<file path="src/rtl/uart_rx_hex_buffer_pkg.sv">
// Shared definitions for the UART RX display-history stage: FSM encoding,
// digit word field positions and history sizing.
package uart_rx_hex_buffer_pkg;

    typedef enum logic {
        IDLE   = 1'b0,
        SETTLE = 1'b1
    } state_e;

    localparam int EN_BIT     = 5;
    localparam int HEX_MSB    = 4;
    localparam int HEX_LSB    = 1;
    localparam int DP_BIT     = 0;

    localparam int HIST_BYTES = 4;
    localparam int FILL_W     = 3;

endpackage

</file>
<file path="src/rtl/uart_rx_hex_buffer_byte_history_reg.sv">
// Four-deep byte shift history (index 0 = newest) with a synchronous clear
// and a fill counter that saturates at the history depth.
module byte_history_reg
    import uart_rx_hex_buffer_pkg::*;
(
    input  logic                           clk,
    input  logic                           reset_n,
    input  logic                           load,
    input  logic                           clear,
    input  logic [7:0]                     din,
    output logic [HIST_BYTES-1:0][7:0]     hist,
    output logic [FILL_W-1:0]              fill
);

    logic [HIST_BYTES-1:0][7:0] hist_q, hist_d;
    logic [FILL_W-1:0]          fill_q, fill_d;

    always_comb begin
        hist_d = hist_q;
        fill_d = fill_q;
        if (clear) begin
            hist_d = '0;
            fill_d = '0;
        end else if (load) begin
            // Oldest byte falls off the top; the new byte enters at index 0.
            hist_d = {hist_q[HIST_BYTES-2:0], din};
            if (fill_q != FILL_W'(HIST_BYTES)) begin
                fill_d = fill_q + 1'b1;
            end
        end
    end

    always_ff @(posedge clk or negedge reset_n) begin
        if (!reset_n) begin
            hist_q <= '0;
            fill_q <= '0;
        end else begin
            hist_q <= hist_d;
            fill_q <= fill_d;
        end
    end

    assign hist = hist_q;
    assign fill = fill_q;

endmodule

</file>
<file path="src/rtl/uart_rx_hex_buffer.sv">
// Pops bytes from the UART RX FIFO into a four-byte history and packs them as
// eight {en, hex, dp} digit words for the seven-segment driver.
module uart_rx_hex_buffer
    import uart_rx_hex_buffer_pkg::*;
#(
    parameter bit DP_NEWEST = 1'b1
) (
    input  logic              clk,
    input  logic              reset_n,
    input  logic [7:0]        rx_data,
    input  logic              rx_empty,
    output logic              rd_uart,
    input  logic              freeze,
    input  logic              clear,
    output logic [FILL_W-1:0] fill,
    output logic [5:0]        I0,
    output logic [5:0]        I1,
    output logic [5:0]        I2,
    output logic [5:0]        I3,
    output logic [5:0]        I4,
    output logic [5:0]        I5,
    output logic [5:0]        I6,
    output logic [5:0]        I7
);

    state_e                     state_q, state_d;
    logic                       pop;
    logic [HIST_BYTES-1:0][7:0] hist;
    logic [5:0]                 digit [2*HIST_BYTES];

    // SETTLE gives the FIFO a cycle to refresh rx_empty and its head byte.
    always_comb begin
        pop     = 1'b0;
        state_d = state_q;
        if (clear) begin
            state_d = IDLE;
        end else begin
            case (state_q)
                IDLE: begin
                    if (!freeze && !rx_empty) begin
                        pop     = 1'b1;
                        state_d = SETTLE;
                    end
                end
                SETTLE:  state_d = IDLE;
                default: state_d = IDLE;
            endcase
        end
    end

    always_ff @(posedge clk or negedge reset_n) begin
        if (!reset_n) begin
            state_q <= IDLE;
        end else begin
            state_q <= state_d;
        end
    end

    assign rd_uart = pop;

    byte_history_reg u_hist (
        .clk     (clk),
        .reset_n (reset_n),
        .load    (pop),
        .clear   (clear),
        .din     (rx_data),
        .hist    (hist),
        .fill    (fill)
    );

    always_comb begin
        for (int k = 0; k < HIST_BYTES; k++) begin
            digit[2*k]                    = '0;
            digit[2*k+1]                  = '0;
            digit[2*k][EN_BIT]            = (FILL_W'(k) < fill);
            digit[2*k+1][EN_BIT]          = (FILL_W'(k) < fill);
            digit[2*k][HEX_MSB:HEX_LSB]   = hist[k][3:0];
            digit[2*k+1][HEX_MSB:HEX_LSB] = hist[k][7:4];
        end
        digit[0][DP_BIT] = DP_NEWEST && (fill != '0);
    end

    assign I0 = digit[0];
    assign I1 = digit[1];
    assign I2 = digit[2];
    assign I3 = digit[3];
    assign I4 = digit[4];
    assign I5 = digit[5];
    assign I6 = digit[6];
    assign I7 = digit[7];

endmodule

</file>
<file path="config.mk">
export PLATFORM = sky130hd
export DESIGN_NAME = uart_rx_hex_buffer
export DESIGN_NICKNAME = d
export VERILOG_FILES = /design/src/rtl/uart_rx_hex_buffer_pkg.sv /design/src/rtl/uart_rx_hex_buffer_byte_history_reg.sv /design/src/rtl/uart_rx_hex_buffer.sv
export SDC_FILE = /design/constraint.sdc
export NUM_CORES = 1
export LEC_CHECK = 0
export BUFFER_PORTS_ARGS = -buffer_cell sky130_fd_sc_hd__buf_2
export CORE_MARGIN = 3
export CORE_UTILIZATION = 47
export DETAILED_ROUTE_END_ITERATION = 12
export PLACE_DENSITY_LB_ADDON = 0.12
export SETUP_SLACK_MARGIN = 0.02
export SLEW_MARGIN = 5
export SYNTH_ARGS = -nofsm -noshare
export SYNTH_HDL_FRONTEND = slang
export SYNTH_SLANG_ARGS = --single-unit
</file>
<file path="constraint.sdc">
create_clock -name clk -period 1.8 [get_ports clk]
set_input_delay 0 -clock clk [delete_from_list [all_inputs] [get_ports clk]]
set_output_delay 0 -clock clk [all_outputs]
set_load 0.02 [all_outputs]
</file>
======== After elaboration in Yosys (flattened, before gate mapping) ========
Index checks and enable logic that the tools add are counted.
storage, ports and cells
  memory bits (writable) .................. 0
  bits in read-only memories .............. 0
  memories kept ........................... 0
  output and inout port bits .............. 52
  word-level logic and storage cells ...... 30
  flip-flop bits (word level) ............. 36
  input bits .............................. 13
  bits in latches ......................... 0
cells by class
  shift operators ......................... 0
  reduce and logical (&&, ||, !) cells .... 7
  multipliers ............................. 0
  $add $sub $neg .......................... 1
  magnitude comparators ................... 4
  eq/ne operators ......................... 1
  div/mod/pow operators ................... 0
  multiplexer cells ....................... 10
  bitwise operators ....................... 1
operators by type and width
  kind                   count
  $mux W32               2
  $mux W3                3
  $lt A1 B3 Y1 const A   2
  $lt A2 B3 Y1 const A   2
  $mux W1                4
  $reduce_bool A2 Y1     2
  $add A3 B1 Y3 const B  1
  $ne A3 B3 Y1 const B   1
  $reduce_bool A3 Y1     1
  $logic_not A1 Y1       2
  $pmux W1 S2            1
  $reduce_and A2 Y1      1
  $logic_and A1 B1 Y1    1
  $not A1 Y1             1

======== Depth between registers and ports, before layout ========
Gate-level depths: netlist of the first run.
  word-level depth ........................ 7
  mapped depth ............................ 5

======== Cells and area by module ========
A second synthesis of the first run with hierarchy kept.
unflattened totals
  cells, all modules ...................... 140
  area, all modules ....................... 1,650.3 um2
by module, submodules not included
  module              cells an instance  instances  area an instance (um2)  sequential area each (um2)
  byte_history_reg    121                1          1,497.7                 875.8
  uart_rx_hex_buffer  19                 1          152.6                   25.0

======== Worst setup path before layout of the first run ========
No wires, ideal clock.
  path type ............................... register -> register
  start ................................... reg u_hist.fill_q[0], in the netlist u_hist.fill[0]
  end ..................................... reg u_hist.fill_q[1], in the netlist u_hist.fill[1]
  data arrival time ....................... 1.472 ns
  stages on the path, launching flop included .. 6
  library setup time ...................... 0.132 ns
  slack ................................... 0.196 ns
  path buffers ............................ 0
  required time ........................... 1.668 ns
  cell sequence ........................... dfrtp_1 > inv_1 > ha_1 > a2111oi_4 > mux2i_1 > nor2_1
between the ends
  longest elaborated chain between the ends .. 4
ends and longest elaborated chain
  item                      RTL line                                   RTL
  start: declaration        uart_rx_hex_buffer_byte_history_reg.sv:16  logic [FILL_W-1:0] fill_q, fill_d;
  start signal: assignment  uart_rx_hex_buffer_byte_history_reg.sv:39  fill_q <= fill_d;
  $add A3 B1 Y3             uart_rx_hex_buffer_byte_history_reg.sv:28  fill_d = fill_q + 1'b1;
  $mux W3                   uart_rx_hex_buffer_byte_history_reg.sv:27  if (fill_q != FILL_W'(HIST_BYTES)) begin
  $mux W3                   uart_rx_hex_buffer_byte_history_reg.sv:24  end else if (load) begin
  $mux W3                   uart_rx_hex_buffer_byte_history_reg.sv:21  if (clear) begin
Parallel ways exist; a longest one is shown, timed or not. The select of a mux whose other input is x is not followed.
A chain may end at the register's enable or synchronous reset.

======== Worst setup path in the final report of the first run ========
  start ................................... reg state_q
  end ..................................... out rd_uart
between the ends
  longest elaborated chain between the ends .. 2
ends and longest elaborated chain
  item                      RTL line                  RTL
  start: declaration        uart_rx_hex_buffer.sv:26  state_e state_q, state_d;
  start signal: assignment  uart_rx_hex_buffer.sv:55  state_q <= state_d;
  $mux W1                   uart_rx_hex_buffer.sv:38  case (state_q)
  $mux W1                   uart_rx_hex_buffer.sv:35  if (clear) begin
  end: declaration          uart_rx_hex_buffer.sv:12  output logic rd_uart,
No other way between the ends.

==> impl_metrics.json, run 1 <==
{
  "status": "finished, final reports clean",
  "clock-sinks": 36,
  "port_buffers": 57,
  "ys_seq_area_frac": 0.553,
  "final_layout_size_suffix_gt1_frac": 0.290,
  "arrival_ps": 1640,
  "clock.fmax_mhz": 610,
  "final_cells": 275,
  "ff_latch_area_sq_um": 901,
  "fill_cells": 317,
  "layout_commonest_cell": "nand2_1",
  "min_period_ps": 1640,
  "cp-start-kind": "flip-flop",
  "cts_made_buffers": 5,
  "drv_cap": 0,
  "p_per_area_nw_per_um2": 707,
  "critPathRequiredTime_ps": 1800,
  "min_period_over_period": 0.911,
  "grt_overflow": 0,
  "finClkSkew_ps": 5.76,
  "syn_inst": 175,
  "synthXorXnorAreaFrac": 0.00538,
  "crit_type": "flip-flop to output port",
  "viasPerCell": 4.73,
  "whs_ps": 70.7,
  "num_vias": 1302,
  "grt_max_degree": 37,
  "final_cell_area_sq_um": 1970,
  "htree_num_levels": 2,
  "antenna_found_initial": 0,
  "avgSynthCellArea_sq_um": 9.31,
  "worst_path_max_delay_cell": "dfrtp_1",
  "hold_path.class": "primary input to flip-flop",
  "synth-compound-area-share": 0.123,
  "p_leak_uw": 0.00103,
  "final_util": 0.621,
  "multi_input_area_sq_um": 578,
  "critPathCaptureType": "output port",
  "clk_path_buf_depth": 2,
  "synth-adder-area-share": 0.0154,
  "hold_viol_final": 0,
  "start_util": 0.513,
  "drc": 0,
  "worstMarginPinSlew_ps": 772,
  "gp_congestion": 0.725,
  "die_h_um": 64.9,
  "cts_tree": "built",
  "coreArea_sq_um": 3180,
  "muxShareOfSynthArea": 0.00614,
  "drt-total-wl_um": 3410,
  "cp_num_buf_inv": 2,
  "dpl_cell_area_sq_um": 1840,
  "clock_latency_ps": 330,
  "setup_viol": 0,
  "die_area_sq_um": 4210,
  "ir_drop_v": 0.000408,
  "grt_pass1_wl_um": 5950,
  "dp_cells": 261,
  "n_antenna_cell": 0,
  "syn_area_sq_um": 1630,
  "rsz0062_at_grt": "false",
  "path_max_fanout": 33,
  "tns_ps": 0,
  "nets": 248,
  "yosys.area_share.simple": 0.189,
  "grt_pass1_vias": 1288,
  "ant_nets": 0,
  "rows": 20,
  "synth_cell_types": 22,
  "drt_iter0_drc": 92,
  "slew_headroom": 0.485,
  "syn_to_final_growth_pct": 21.1,
  "die_x_um": 64.9,
  "slowest_delay_ps": 450,
  "synth_top_family_by_area": "simple AND/OR/NAND/NOR gates",
  "wl_per_cell_um": 12.4,
  "final_cell_mix": "nand2_1, buf_2, dfrtp_1",
  "cts_root_buf": "clkbuf_4",
  "path_clk_slew_ps": 90,
  "critPathTopFamily": "simple AND/OR/NAND/NOR gates",
  "firstDrtPassIters": 4,
  "yosysWarnings": 0,
  "track_usage": 0.186,
  "ios": 65,
  "postCtsSetupRepairBufs": 0,
  "synth-seq-cells": 36,
  "hpwlAfterDp_um": 2240,
  "drv_slew": 0,
  "crit_chain": "or3_1 > buf_6 > nor2_1 > buf_2"
}
through the flow:
step | power [uW] | setup slack (ps)
4_1_cts | 1410 | 87.8
3_3_place_gp | 1030 | 287
2_1_floorplan | 990 | 196
6_report | 1390 | 160
5_1_grt | 1480 | 50.6
3_5_place_dp | 1040 | 187
layout make-up:
class                      count  area share
timing repair buffer          68       0.200
multi-input combinational    120       0.293
inverter                       2     0.00380
sequential                    36       0.457
clock buffer                   5      0.0190
tap                           44      0.0279
tightest hold or removal path, delay by kind of cell:
kind | cells | cell delay, ps
AO/OA/AOI/OAI | 1 | 50
buffers and inverters | 1 | 140
XOR/XNOR | 1 | 120
AND/OR/NAND/NOR | 1 | 40
final timing paths:
check	slack [ps]	from	endpoint	cells after the start
worst max-delay path	160	state_q$_DFF_PN0_	rd_uart	4
worst min-delay path	70	rx_empty	u_hist.fill[0]$_DFFE_PN0P_	4
worst max register to register	180	u_hist.fill[0]$_DFFE_PN0P_	u_hist.fill[1]$_DFFE_PN0P_	5
worst min register to register	530	u_hist.hist[31]$_DFFE_PN0P_	u_hist.hist[31]$_DFFE_PN0P_	2
max in group asynchronous	1030	reset_n	u_hist.hist[10]$_DFFE_PN0P_	2
min in group asynchronous	280	reset_n	u_hist.hist[31]$_DFFE_PN0P_	2
registers in the layout, summed over array words and instances, names as in the netlist:
register / cells
state_q: 1
u_hist.fill: 3
u_hist.hist: 32
kinds of logic after synthesis:
family          count (synthesis)
compound gates                 35
flops                          36
mux                             1
fa+ha+maj                       2
xor+xnor                        1
simple gates                   74
buf+inv                        25
other cells                     1
power breakdown:
group	switching [uW]	internal (uW)	total, uW
sequential	15.3	823	838
combinational	131	63.5	195
clock	231	130	361
total	377	1020	1390
per-layer routing:
layer	vias up	share of wire	track usage
li1	653	-	-
met1	599	0.44	0.227
met2	45	0.49	0.314
met3	5	0.055	0.0416
met4	0	0.0091	0.0792
met5	-	0	0
synth_stat cells:
| library cell | instances | area share |
|---|---|---|
| a21oi_1 | 33 | 0.10 |
| nor3_4 | 1 | 0.010 |
| nor3_1 | 1 | 0.0031 |
| buf_2 | 3 | 0.0092 |
| mux2i_1 | 1 | 0.0061 |
| buf_6 | 4 | 0.028 |
| a21o_1 | 1 | 0.0046 |
| xnor2_1 | 1 | 0.0054 |
| clkbuf_1 | 3 | 0.0069 |
| nand2b_1 | 1 | 0.0038 |
| or2_2 | 1 | 0.0038 |
| buf_4 | 12 | 0.055 |
| nor2_1 | 3 | 0.0069 |
| ha_1 | 2 | 0.015 |
| and4b_1 | 1 | 0.0061 |
| a2111oi_4 | 1 | 0.017 |
| inv_1 | 2 | 0.0046 |
| buf_1 | 1 | 0.0023 |
| conb_1 | 1 | 0.0023 |
| nand2_1 | 64 | 0.15 |
| dfrtp_1 | 36 | 0.55 |
| or3_1 | 2 | 0.0077 |
timing repair:
| item | in CTS | in global routing |
|---|---|---|
| hold buffers | 9 | 0 |
| endpoints found under the setup margin | 0 | 1 |
| hold endpoints to repair | 44 | 0 |
| gates resized for setup | 0 | 1 |
Note: power is estimated with default switching activity, not from simulation.
==> inputs of run 2 (changes only) <==
- BUFFER_PORTS_ARGS: -buffer_cell sky130_fd_sc_hd__buf_2 -> not set
- CORE_UTILIZATION: 47 -> 61
- DONT_BUFFER_PORTS: not set -> 1
- MAX_ROUTING_LAYER: not set -> met4
==> impl_metrics.json, run 2 (same netlist as run 1, synthesis figures left out) <==
{
  "drt-total-wl_um": 3370,
  "grt_max_degree": 37,
  "critPathCaptureType": "output port",
  "cts_tree": "built",
  "postCtsSetupRepairBufs": 0,
  "rsz0062_at_grt": "false",
  "hpwlAfterDp_um": 2110,
  "setup_viol": 0,
  "ios": 65,
  "grt_pass1_wl_um": 5530,
  "wl_per_cell_um": 15.5,
  "n_antenna_cell": 0,
  "arrival_ps": 1670,
  "largest_register_ffs": 32,
  "clock_latency_ps": 340,
  "whs_ps": 60.5,
  "cts_root_buf": "clkbuf_4",
  "reg2reg_depth": 4,
  "ir_drop_v": 0.000689,
  "crit_chain": "or3_1 > buf_4 > nor2_1 > buf_4",
  "p_leak_uw": 0.000806,
  "firstDrtPassIters": 4,
  "syn_to_final_growth_pct": 10.6,
  "clock_power_share": 0.311,
  "nets": 201,
  "hold_end": "u_hist.fill[2]$_DFFE_PN0P_",
  "grt_overflow": 0,
  "coreArea_sq_um": 2500,
  "combPwrFrac": 0.115,
  "final_cell_mix": "nand2_1, dfrtp_1, a21oi_1",
  "port_buffers": 0,
  "clk_path_buf_depth": 2,
  "reg2reg_slack_ps": 290,
  "ant_nets": 0,
  "gp_congestion": 0.740,
  "p_per_area_nw_per_um2": 824,
  "status": "finished, final reports clean",
  "drt_iter0_drc": 81,
  "switchingPower_uw": 413,
  "cp_common_cell": "buf_4",
  "drv_cap": 0,
  "start_util": 0.652,
  "hold_path.class": "primary input to flip-flop",
  "intPower_uw": 1070,
  "reg2reg_to": "u_hist.fill[2]$_DFFE_PN0P_",
  "min_period_over_period": 0.930,
  "cp-start-kind": "flip-flop",
  "clock.fmax_mhz": 597,
  "finClkSkew_ps": 13.1,
  "grt_pass1_vias": 1133,
  "die_h_um": 57.7,
  "whs_path_depth": 3,
  "antenna_found_initial": 0,
  "crit_type": "flip-flop to output port",
  "drv_slew": 0,
  "die_x_um": 57.7,
  "hold_start": "freeze",
  "viasPerCell": 5.43,
  "p_sw_frac": 0.278,
  "cts_made_buffers": 5,
  "rows": 18,
  "track_usage": 0.228,
  "seqPwrFrac": 0.574,
  "final_layout_size_suffix_gt1_frac": 0.0963,
  "timing.rr.start": "state_q$_DFF_PN0_",
  "die_area_sq_um": 3330,
  "min_period_ps": 1670,
  "htree_num_levels": 2,
  "hold_viol_final": 0,
  "num_vias": 1179,
  "slowest_delay_ps": 460,
  "layout_commonest_cell": "nand2_1",
  "worst_path_max_delay_cell": "dfrtp_1",
  "path_max_fanout": 33,
  "drc": 0,
  "fill_cells": 196,
  "ff_latch_area_sq_um": 901,
  "tns_ps": 0,
  "clock-sinks": 36,
  "critPathRequiredTime_ps": 1800,
  "path_clk_slew_ps": 100,
  "multi_input_area_sq_um": 578
}
-- run 2: through the flow --
| stage | worst slack (ps) | instances | instance area, sq um | power (uW) | utilization |
|---|---|---|---|---|---|
| after floorplan | 196 | 181 | 1650 | 990 | - |
| after global placement | 429 | 194 | 1570 | 972 | 0.628 |
| after detailed placement | 335 | 194 | 1570 | 976 | 0.628 |
| after CTS | 109 | 217 | 1800 | 1490 | 0.721 |
| after global routing | 34.6 | 217 | 1800 | 1540 | 0.721 |
| final | 126 | 217 | 1800 | 1480 | 0.721 |
-- run 2: timing repair --
item                      in CTS  in global routing
hold endpoints to repair      72                  0
resized for setup              0                  0
hold buffers                  15                  0
-- run 2: final cells by class --
class	count	share of cell area
repair buffers	21	0.119
inverters	2	0.00417
multi-input cells	120	0.321
well taps	30	0.0208
clock buffers	7	0.0306
flip-flops and latches	36	0.500
clock inverters	1	0.00417
-- run 2: worst max-delay path by stage --
stage / startpoint / to / slack (ps)
finish: state_q$_DFF_PN0_ / rd_uart / 130
global route: state_q$_DFF_PN0_ / rd_uart / 30
CTS: state_q$_DFF_PN0_ / rd_uart / 110
detailed placement: u_hist.fill[0]$_DFFE_PN0P_ / u_hist.fill[1]$_DFFE_PN0P_ / 330
global placement: u_hist.fill[0]$_DFFE_PN0P_ / u_hist.fill[1]$_DFFE_PN0P_ / 430
floorplan: u_hist.fill[0]$_DFFE_PN0P_ / u_hist.fill[1]$_DFFE_PN0P_ / 200
-- run 2: routing by layer --
layer  part of all wire  vias to the layer above  GRT usage
met1               0.41                      554      0.290
met5                  0                        -          -
met4              0.012                        0     0.0596
li1                   -                      564          -
met2               0.47                       55      0.331
met3               0.11                        6      0.107
-- run 2: worst max-delay path, delay by kind of cell, from the launching register on --
kind	cells	cell delay, ps
flip-flops	1	460
AND/OR/NAND/NOR	2	480
buffers and inverters	2	400
-- run 2: power groups by stage --
stage / clock network [uW] / logic [uW] / registers, uW
after floorplan: 0 / 120 / 870
after global placement: 0 / 105 / 867
after detailed placement: 0 / 108 / 868
after CTS: 471 / 171 / 852
after global routing: 499 / 190 / 854
final: 462 / 170 / 852
==> inputs of run 3 (changes only) <==
- ABC_AREA: not set -> 1
- MAX_ROUTING_LAYER: met4 -> not set
==> impl_metrics.json, run 3 <==
{
  "status": "finished, final reports clean",
  "p_sw_frac": 0.310,
  "hold_viol_final": 0,
  "hold_path.class": "primary input to flip-flop",
  "cts_tree": "built",
  "min_period_over_period": 0.842,
  "critPathCaptureType": "flip-flop",
  "cp_common_cell": "nand2_1",
  "seqPwrFrac": 0.591,
  "synth_area_leaders": "dfrtp_1, nand2_1, buf_4, inv_1, ha_1",
  "postCtsSetupRepairBufs": 0,
  "dpl_cell_area_sq_um": 1540,
  "hpwlAfterDp_um": 2120,
  "drv_cap": 0,
  "combPwrFrac": 0.153,
  "grt_pass1_vias": 1070,
  "arrival_ps": 1780,
  "final_cell_area_sq_um": 1700,
  "start_util": 0.677,
  "switchingPower_uw": 465,
  "coreArea_sq_um": 2320,
  "grt_max_degree": 37,
  "final_layout_size_suffix_gt1_frac": 0.0761,
  "track_usage": 0.209,
  "drt_iter0_drc": 48,
  "cp-start-kind": "flip-flop",
  "clk_path_buf_depth": 2,
  "gp_congestion": 0.722,
  "grt_overflow": 0,
  "drv_slew": 0,
  "clock_latency_ps": 320,
  "async_flop_share": 1.00,
  "viasPerCell": 5.02,
  "syn_area_sq_um": 1570,
  "ant_nets": 0,
  "clock.fmax_mhz": 660,
  "tns_ps": 0,
  "cts_made_buffers": 5,
  "rows": 17,
  "ir_drop_v": 0.000648,
  "yosysWarnings": 0,
  "largest_register_ffs": 32,
  "drt-total-wl_um": 3130,
  "cts_root_buf": "clkbuf_4",
  "path_max_fanout": 5,
  "nets": 212,
  "n_antenna_cell": 0,
  "synth_cell_types": 12,
  "clock-sinks": 36,
  "firstDrtPassIters": 4,
  "synth-seq-cells": 36,
  "synth_edf_count": 0,
  "htree_num_levels": 2,
  "grt_pass1_wl_um": 5120,
  "fill_cells": 180,
  "cp_num_buf_inv": 1,
  "setup_viol": 0,
  "p_per_area_nw_per_um2": 881,
  "die_h_um": 56.7,
  "worst_path_max_delay_cell": "dfrtp_1",
  "port_buffers": 0,
  "die_area_sq_um": 3220,
  "yosysMostFrequentCell": "nand2_1",
  "finClkSkew_ps": 4.11,
  "syn_to_final_growth_pct": 8.53,
  "num_vias": 1129,
  "yosys_most_used_dff": "dfrtp_1",
  "synth_top_area_share": 0.574,
  "rsz0062_at_grt": "false",
  "p_leak_uw": 0.000997,
  "final_cell_mix": "nand2_1, dfrtp_1, dlygate4sd3_1",
  "ys_seq_area_frac": 0.574,
  "path_clk_slew_ps": 100,
  "crit_type": "flip-flop to flip-flop",
  "crit_chain": "inv_1 > ha_1 > nand2_1 > nand3_1 > nand2_1 > nand2_1 > nand2_1",
  "intPower_uw": 1040,
  "slowest_delay_ps": 550,
  "antenna_found_initial": 0,
  "ios": 65,
  "whs_ps": 9.66,
  "synth_area_leader_cell": "dfrtp_1",
  "clock_power_share": 0.257,
  "wl_per_cell_um": 13.9,
  "critPathTopFamily": "simple AND/OR/NAND/NOR gates",
  "min_period_ps": 1510,
  "die_x_um": 56.7,
  "finalPower_uw": 1500,
  "critPathRequiredTime_ps": 2070,
  "syn_inst": 186,
  "synth_commonest_cells": "nand2_1, dfrtp_1, buf_4",
  "layout_commonest_cell": "nand2_1",
  "avgSynthCellArea_sq_um": 8.44,
  "drc": 0
}
==> run 3: power by group through the flow <==
stage | Sequential [uW] | Clock (uW) | Combinational (uW)
5_1_grt | 891 | 433 | 251
6_report | 886 | 385 | 229
3_3_place_gp | 900 | 0 | 181
2_1_floorplan | 894 | 0 | 198
3_5_place_dp | 903 | 0 | 190
4_1_cts | 886 | 391 | 229
==> run 3: final cells by class <==
| type | count | area, sq um | area share |
|---|---|---|---|
| sequential | 36 | 901 | 0.529 |
| multi-input combinational | 130 | 533 | 0.313 |
| timing repair buffer | 16 | 158 | 0.0926 |
| clock buffer | 6 | 41.3 | 0.0242 |
| tap | 28 | 35.0 | 0.0206 |
| inverter | 8 | 30.0 | 0.0176 |
| clock inverter | 1 | 5.00 | 0.00294 |
==> run 3: worst paths after layout <==
check	to	slack (ps)	from	cells past startpoint
hold / removal	u_hist.fill[0]$_DFFE_PN0P_	10	freeze	4
min in group asynchronous	u_hist.hist[24]$_DFFE_PN0P_	120	reset_n	2
hold reg to reg	u_hist.hist[25]$_DFFE_PN0P_	620	u_hist.hist[25]$_DFFE_PN0P_	2
setup reg to reg	u_hist.fill[2]$_DFFE_PN0P_	290	u_hist.fill[0]$_DFFE_PN0P_	7
max in group asynchronous	u_hist.hist[5]$_DFFE_PN0P_	1510	reset_n	2
setup / recovery	u_hist.fill[2]$_DFFE_PN0P_	290	u_hist.fill[0]$_DFFE_PN0P_	7
==> run 3: cell families after synthesis <==
| logic type | Yosys count | share of synthesized area |
|---|---|---|
| AND/OR/NAND/NOR | 118 | 0.295 |
| flip-flops | 36 | 0.574 |
| buffers and inverters | 26 | 0.100 |
| AO/OA/AOI/OAI | 3 | 0.0120 |
| adder cells (fa/ha/maj) | 2 | 0.0159 |
| other | 1 | 0.00239 |
==> run 3: layer usage <==
metal	wire length, um	up-vias	global-route usage	share of wire
met5	0	-	0	0
met2	1560	53	0.337	0.50
met1	1230	505	0.246	0.39
met3	285	9	0.0874	0.091
met4	58	0	0.0814	0.019
li1	-	562	-	-
==> run 3: worst register-to-register path, delay by kind of cell (launching register included) <==
kind	cells	cell delay, ps
buf+inv	1	120
flops	1	550
fa+ha+maj	1	240
simple gates	5	560
==> run 3: timing repair <==
item / in CTS / in global routing
hold buffers: 11 / 0
setup endpoints to repair: 0 / 0
resized for setup: 0 / 0
hold endpoints to repair: 47 / 0
==> run 3: through the flow <==
stage,setup slack (ps),utilization,cells
after floorplan,410,-,192
after global placement,505,0.663,207
after detailed placement,337,0.663,207
after CTS,314,0.734,225
after global routing,137,0.734,225
final,285,0.734,225
